### src/rtl/morph_3x3_1bit.sv
// Binary 3x3 morphology stage: bypass/erode/dilate/majority on a 1-bit window,
// forced border value, aligned de/vs and per-frame foreground pixel count.
module morph_3x3_1bit #(
    parameter int   IMG_WIDTH  = 1920,
    parameter int   IMG_HEIGHT = 1080,
    parameter logic BORDER_VAL = 1'b0,
    parameter int   VS_DLY     = 4
) (
    input  logic        video_clk,
    input  logic        rst_n,
    input  logic        video_vs,
    input  logic        matrix_de,
    input  logic        matrix11,
    input  logic        matrix12,
    input  logic        matrix13,
    input  logic        matrix21,
    input  logic        matrix22,
    input  logic        matrix23,
    input  logic        matrix31,
    input  logic        matrix32,
    input  logic        matrix33,
    input  logic [1:0]  mode_cfg,
    output logic        o_vs,
    output logic        o_de,
    output logic        o_data,
    output logic [21:0] fg_cnt,
    output logic        fg_valid
);

    localparam logic [11:0] X_LAST = 12'(IMG_WIDTH - 1);
    localparam logic [11:0] Y_LAST = 12'(IMG_HEIGHT - 1);

    logic              vs_prev_q;
    logic [VS_DLY-1:0] vs_sr_q;
    logic [1:0]        mode_q;
    logic [11:0]       x_cnt_q, y_cnt_q;

    logic s1_erode_q, s1_dilate_q, s1_maj_q, s1_center_q;
    logic s1_border_q, s1_de_q, s1_last_q;
    logic o_de_q, o_data_q, s2_last_q;

    logic [21:0] acc_q, fg_cnt_q;
    logic        fg_valid_q;

    logic        vs_rise;
    logic [8:0]  win;
    logic [3:0]  pop_d;
    logic        border_d, last_d;
    logic        sel_d, pix_d;

    assign vs_rise = video_vs & ~vs_prev_q;
    assign win = {matrix11, matrix12, matrix13,
                  matrix21, matrix22, matrix23,
                  matrix31, matrix32, matrix33};

    always_comb begin
        pop_d = 4'd0;
        for (int i = 0; i < 9; i++) begin
            pop_d = pop_d + 4'(win[i]);
        end
    end

    assign border_d = matrix_de && (x_cnt_q == 12'd0 || x_cnt_q == X_LAST ||
                                    y_cnt_q == 12'd0 || y_cnt_q == Y_LAST);
    assign last_d   = matrix_de && (x_cnt_q == X_LAST) && (y_cnt_q == Y_LAST);

    // vsync edge detect, mode capture and output vsync alignment
    always_ff @(posedge video_clk or negedge rst_n) begin
        if (!rst_n) begin
            vs_prev_q <= 1'b0;
            vs_sr_q   <= '0;
            mode_q    <= 2'd0;
        end else begin
            vs_prev_q <= video_vs;
            vs_sr_q   <= {vs_sr_q[VS_DLY-2:0], video_vs};
            if (vs_rise) begin
                mode_q <= mode_cfg;
            end
        end
    end

    always_ff @(posedge video_clk or negedge rst_n) begin
        if (!rst_n) begin
            x_cnt_q <= 12'd0;
            y_cnt_q <= 12'd0;
        end else if (vs_rise) begin
            x_cnt_q <= 12'd0;
            y_cnt_q <= 12'd0;
        end else if (matrix_de) begin
            if (x_cnt_q == X_LAST) begin
                x_cnt_q <= 12'd0;
                y_cnt_q <= (y_cnt_q == Y_LAST) ? 12'd0 : y_cnt_q + 12'd1;
            end else begin
                x_cnt_q <= x_cnt_q + 12'd1;
            end
        end
    end

    always_ff @(posedge video_clk or negedge rst_n) begin
        if (!rst_n) begin
            s1_erode_q  <= 1'b0;
            s1_dilate_q <= 1'b0;
            s1_maj_q    <= 1'b0;
            s1_center_q <= 1'b0;
            s1_border_q <= 1'b0;
            s1_de_q     <= 1'b0;
            s1_last_q   <= 1'b0;
        end else begin
            s1_erode_q  <= &win;
            s1_dilate_q <= |win;
            s1_maj_q    <= (pop_d >= 4'd5);
            s1_center_q <= matrix22;
            s1_border_q <= border_d;
            s1_de_q     <= matrix_de;
            s1_last_q   <= last_d;
        end
    end

    always_comb begin
        sel_d = s1_center_q;
        unique case (mode_q)
            2'd0: sel_d = s1_center_q;
            2'd1: sel_d = s1_erode_q;
            2'd2: sel_d = s1_dilate_q;
            2'd3: sel_d = s1_maj_q;
            default: sel_d = s1_center_q;
        endcase
    end

    // border override applies to every mode except bypass; idle cycles output zero
    assign pix_d = s1_de_q ? ((s1_border_q && mode_q != 2'd0) ? BORDER_VAL : sel_d) : 1'b0;

    always_ff @(posedge video_clk or negedge rst_n) begin
        if (!rst_n) begin
            o_de_q    <= 1'b0;
            o_data_q  <= 1'b0;
            s2_last_q <= 1'b0;
        end else begin
            o_de_q    <= s1_de_q;
            o_data_q  <= pix_d;
            s2_last_q <= s1_de_q & s1_last_q;
        end
    end

    // last-pixel publish wins over a coincident vsync rise; both clear the accumulator
    always_ff @(posedge video_clk or negedge rst_n) begin
        if (!rst_n) begin
            acc_q      <= 22'd0;
            fg_cnt_q   <= 22'd0;
            fg_valid_q <= 1'b0;
        end else begin
            fg_valid_q <= 1'b0;
            if (s2_last_q) begin
                fg_cnt_q   <= acc_q + {21'd0, o_data_q};
                fg_valid_q <= 1'b1;
                acc_q      <= 22'd0;
            end else if (vs_rise) begin
                acc_q <= 22'd0;
            end else if (o_de_q && o_data_q) begin
                acc_q <= acc_q + 22'd1;
            end
        end
    end

    assign o_vs     = vs_sr_q[VS_DLY-1];
    assign o_de     = o_de_q;
    assign o_data   = o_data_q;
    assign fg_cnt   = fg_cnt_q;
    assign fg_valid = fg_valid_q;

endmodule

### config.mk
export PLATFORM = sky130hd
export DESIGN_NAME = morph_3x3_1bit
export DESIGN_NICKNAME = d
export VERILOG_FILES = /design/src/rtl/morph_3x3_1bit.sv
export SDC_FILE = /design/constraint.sdc
export NUM_CORES = 1
export LEC_CHECK = 0
export BUFFER_PORTS_ARGS = -buffer_cell sky130_fd_sc_hd__buf_2
export CAP_MARGIN = 20
export CORE_MARGIN = 5
export CORE_UTILIZATION = 40
export CTS_CLUSTER_SIZE = 20
export DETAILED_ROUTE_END_ITERATION = 10
export PLACE_DENSITY = 0.66
export SETUP_SLACK_MARGIN = 0.1
export SYNTH_ARGS = -nofsm -noshare
export SYNTH_HDL_FRONTEND = slang
export SYNTH_SLANG_ARGS = --single-unit
### constraint.sdc
create_clock -name video_clk -period 3.3 [get_ports video_clk]
set_clock_uncertainty 0.05 [all_clocks]
set_input_delay 0.825 -clock video_clk [delete_from_list [all_inputs] [get_ports video_clk]]
set_output_delay 0.825 -clock video_clk [all_outputs]
set_load 0.03 [all_outputs]
; ---- After elaboration in Yosys (flattened, before gate mapping)
; Cells that the tools add are included.
[word_totals]
output_inout_bits = 26
elab_cells = 71
input_bits = 15
reg_bits = 86
[classes]
reduce_logical = 18
n_mux = 14
n_lt_le_gt_ge = 1
addsub = 12
bitwise_logic = 3
n_eq_ne = 5
[ops]
columns = operator, count
row1 = $mux W12, 7
row2 = $mux W22, 3
row3 = $add A12 B1 Y12 const B, 2
row4 = $eq A12 B11 Y1 const B, 2
row5 = $logic_not A12 Y1, 2
row6 = $add A22 B1 Y22, 1
row7 = $add A22 B1 Y22 const B, 1
row8 = $add A4 B1 Y4, 5
row9 = $reduce_and A9 Y1, 1
row10 = $reduce_or A9 Y1, 1
row11 = $reduce_bool A2 Y1, 3
row12 = $logic_and A1 B1 Y1, 5
row13 = $add A3 B1 Y4, 1
row14 = $eq A2 B2 Y1 const B, 2
row15 = $ge A4 B3 Y1 const B, 1
row16 = $pmux W1 S4, 1
row17 = $add A2 B1 Y3, 1
row18 = $logic_or A1 B1 Y1, 3
row19 = $mux W1, 3
row20 = $reduce_bool A3 Y1, 1
row21 = $add A1 B1 Y2, 1
row22 = $and A1 B1 Y1, 2
row23 = $eq A2 B1 Y1 const B, 1
row24 = $logic_not A2 Y1, 1
row25 = other kinds (2), 2

; ---- Depth between registers and ports, before layout
[logic_depth]
depth_word = 9
depth_mapped = 11
mapped_depth_nobuf = 11

; ---- Worst setup path after synthesis
; Ideal clock, no wire load.
[synth_path]
kind = input to register
startpoint = in matrix11
endpoint = reg s1_maj_q
required_ps = 3173
stages = 11
slack_ps = -307
setup_time_ps = 77
t_arrival_ps = 3479
n_path_buf = 0
path_cell_list = inv_1 > fa_1 > fa_1 > fa_1 > inv_1 > fa_1 > inv_1 > fa_1 > nand2b_1 > a221oi_1 > a21oi_1
[synth_via]
elab_chain_len = 2
[synth_lines]
columns = item, line_no
row1 = start: declaration, 13  ; input logic matrix11,
row2 = $add A4 B1 Y4, 59  ; pop_d = pop_d + 4'(win[i]);
row3 = $ge A4 B3 Y1, 111  ; s1_maj_q <= (pop_d >= 4'd5);
row4 = end signal: assignment, 111
row5 = end: declaration, 38  ; logic s1_erode_q, s1_dilate_q, s1_maj_q, s1_center_q;
; Every way passes these cells.
; A chain may end at the register's enable or synchronous reset.

; ---- Worst setup path in the final report
; Same ends and word-level chain as after synthesis.

==> metrics.md <==
| Metric | Value |
|---|---|
| WL/cell | `15.0 um` |
| FF-to-FF setup slack | `1140 ps` |
| Die Wd | `117 um` |
| I/O pins | `41` |
| DR iter-0 viols | `267` |
| Final Hold Fails | `0` |
| Core area | `0.0113 mm2` |
| Initial antenna violation count | `0` |
| Antenna Nets Post-Route | `0` |
| Final net count | `554` |
| Router iterations before antenna repair | `4` |
| Crit path time final | `3420 ps` |
| Initial Util | `40.6%` |
| N_diodes | `0` |
| Clk slew on worst S/H paths | `60 ps` |
| Simple-Gate Fraction of Synth Area | `23.2%` |
| WS Path Type | `in2reg` |
| Critical Path Max Stage Delay | `550 ps` |
| Main combinational cell family by area after synthesis | `simple AND/OR/NAND/NOR gates` |
| Max Transition Viols Final | `0` |
| CTS tree | `done` |
| Syn Area/Cell | `9.40 um2` |
| Leakage | `2.33 nW` |
| WP buf/inv | `4` |
| CP dominant cell by count | `fa_1` |
| Fraction of layout instances using a drive strength above 1 | `15.0%` |
| Area grow syn2layout | `14.8%` |
| Worst R2R Start | `x_cnt_q[1]` |
| Yosys warnings | `0` |
| Hold path startpoint | `vs_sr_q[1]` |
| Synth top area share | `46.3%` |
| RSZ-0062 raised after global routing | `yes` |
| Dominant cell type by area after synthesis | `dfrtp_1` |
| Net Count, Synth | `520` |
| Reg-to-reg endpoint | `y_cnt_q[4]` |
| Vias in the first global route | `3722` |
| Worst-Margin Slew | `959 ps` |
| Worst Path Max Fanout | `2` |
| Post-route DRC | `0` |
| Final WS setup | `-116 ps` |
| Max Freq | `293 MHz` |
| Most common cell after layout, fill and taps aside | `dfrtp_1` |
| Dpl cell area | `0.00494 mm2` |
| Crit path cell chain | `buf_8 -> inv_4 -> fa_1 -> fa_1 -> fa_1 -> inv_1 -> fa_2 -> inv_2 -> fa_1 -> nand2b_1 -> a221oi_2 -> a21oi_1` |
| Post-Route WL | `10.0 mm` |
| Post-synth EDFFs | `0` |
| Area of the multi-input gates | `0.00227 mm2` |
| Element type at the critical path start | `primary input` |
| CTS Buf Count | `9` |
| Hold path depth | `0` |
| Final setup vio count | `1` |
| Largest net degree at the start of global routing | `86` |
| Pwr/cell area | `437 mW/mm2` |
| Fin util | `46.6%` |
| Synth Area in Compound Gates | `13.7%` |
| Total GRT Usage | `16.0%` |
| Failing checks | `setup timing` |
| Total power | `2.30 mW` |
| Critical path capture point type | `flip-flop` |
| Reg area | `0.00213 mm2` |
| Synth Cell Area | `0.00459 mm2` |
| CTS max path bufs | `2` |
| Worst hold path class | `reg2reg` |
| Remaining Overflow, GRT | `0` |
| Clock Sinks | `85` |
| # rows | `39` |
| Dpl ws | `-533 ps` |
| First-pass GRT wire length | `17.6 mm` |
| Slew HR | `35.1%` |
| Worst Reg-to-Reg Cells | `5` |
| Max cap viols | `0` |
| Detailed placer's ending HPWL | `7.00 mm` |
| CP top delay family | `adder cells` |
| GP Congestion | `0.796` |
| Clock latency on the worst-skew pair | `350 ps` |
| Data required, critical path | `3470 ps` |
| Distinct cells, synth | `53` |
| Vias | `3734` |
| PortBufs | `40` |
| WP depth | `12` |
| Primary FF master, synth | `dfrtp_1` |
| Chip Height | `117 um` |
| Post-synthesis mux area share | `2.72%` |
| Peak VDD IR | `0.000355 V` |
| H-Tree Depth | `3` |
| Layout fillers | `1123` |
| Outcome | `finished with violations` |
| Fin crit share | `104%` |
| Die footprint | `0.0137 mm2` |
| CP max stage cell | `fa_1` |
| Yosys reg bits | `85` |
| Worst hold endpoint | `vs_sr_q[2]` |
| Most frequent cells in the layout | `dfrtp_1, nor2_1, nand2_1, buf_2, a21oi_1` |
| Mapped Cells | `489` |
| CTS Root Buffer Type | `clkbuf_16` |
| Fin area | `0.00527 mm2` |
| Via-to-Cell Ratio | `5.58` |
| Synth top area cells | `dfrtp_1, nor2_1, a21oi_1, xor2_1, nand2_1` |
| Async S/R FF share, synth | `100%` |
| CP arrival | `3590 ps` |
| Post-Synth XOR/XNOR Area | `4.38%` |
| Adder-Cell Fraction of Synth Area | `5.17%` |
| Post-synthesis sequential area ratio | `46.3%` |
-- worst reg2reg max path, cell delays in order, from the launching register on --
cell and delay [ps]:
dfrtp_1 380, ha_1 230, and2_1 210, nand4_1 450
or4_1 670, o31ai_1 80
-- per-stage QoR --
step                hold slack (ps)  setup TNS, ps  instances
finish                          313           -116        669
global route                    316           -204        669
CTS                             315          -87.8        668
detailed placement              302           -533        654
global placement                299           -426        654
floorplan                       281           -295        489
-- worst max-delay path by stage --
stage	startpoint	endpoint
3_5_place_dp	matrix21	s1_maj_q
5_1_grt	matrix11	s1_maj_q
4_1_cts	matrix11	s1_maj_q
3_3_place_gp	matrix21	s1_maj_q
2_1_floorplan	matrix21	s1_maj_q
6_report	matrix11	s1_maj_q
-- cells in the mapped netlist, types with 3 or more instances --
library cell and instances:
nand2_1 37, nor2_1 48, or4_1 14, and3_1 7, nor4_1 6, nand4_1 22
nor3b_1 3, nand3_1 18, and2_1 6, xor2_1 16, a21oi_1 33, buf_2 5
mux2_2 4, o31ai_1 13, or3_1 12, clkbuf_1 20, nor3_1 5, inv_1 24
ha_1 11, fa_1 5, o21ai_0 21, and4_1 7, o211ai_1 5, a31oi_1 10
xnor2_1 7, mux2i_1 8, nand2b_1 4, dfrtp_1 85
-- report_power, final --
| group | total [mW] | leakage (nW) | internal, mW | switching (mW) |
|---|---|---|---|---|
| Combinational | 0.213 | 1.04 | 0.0884 | 0.124 |
| Clock | 0.996 | 0.136 | 0.597 | 0.400 |
| Sequential | 1.10 | 1.15 | 1.07 | 0.0251 |
-- sequential cells by signal, indices dropped and copies added, names as in the netlist --
signal	count
acc_q	22
fg_cnt	22
fg_valid	1
mode_q	2
o_data	1
o_de	1
s1_border_q	1
s1_center_q	1
s1_de_q	1
s1_dilate_q	1
s1_erode_q	1
s1_last_q	1
s1_maj_q	1
s2_last_q	1
vs_sr_q	4
x_cnt_q	12
y_cnt_q	12
-- kinds of logic (layout without fill, tap and decap cells) --
group / count (synthesis) / after routing
AND/OR/NAND/NOR: 199 / 199
XOR/XNOR: 23 / 23
adder cells (fa/ha/maj): 16 / 16
flip-flops: 85 / 85
multiplexers: 12 / 12
buffers and inverters: 53 / 90
AO/OA/AOI/OAI: 101 / 101
-- final cells by class --
type                       count  share of cell area [%]
sequential                    85                    40.3
timing repair buffer          51                    5.96
tap                          143                    3.39
clock inverter                 4                   0.949
multi-input combinational    351                    43.0
inverter                      25                    1.83
clock buffer                  10                    4.53
-- layer usage --
metal	up-vias	routed length [um]	GRT usage, %
li1	1838	-	-
met4	0	130	4.74
met1	1807	4450	20.3
met3	14	390	3.65
met5	-	0	0
met2	75	5030	27.4
-- what timing repair did --
action | CTS | global route
hold buffers | 0 | 0
setup endpoints to repair | 1 | 1
buffers inserted | 0 | 0
gates resized for setup | 8 | 0
pin swaps | 2 | 0
(Power assumes the default switching activity.)
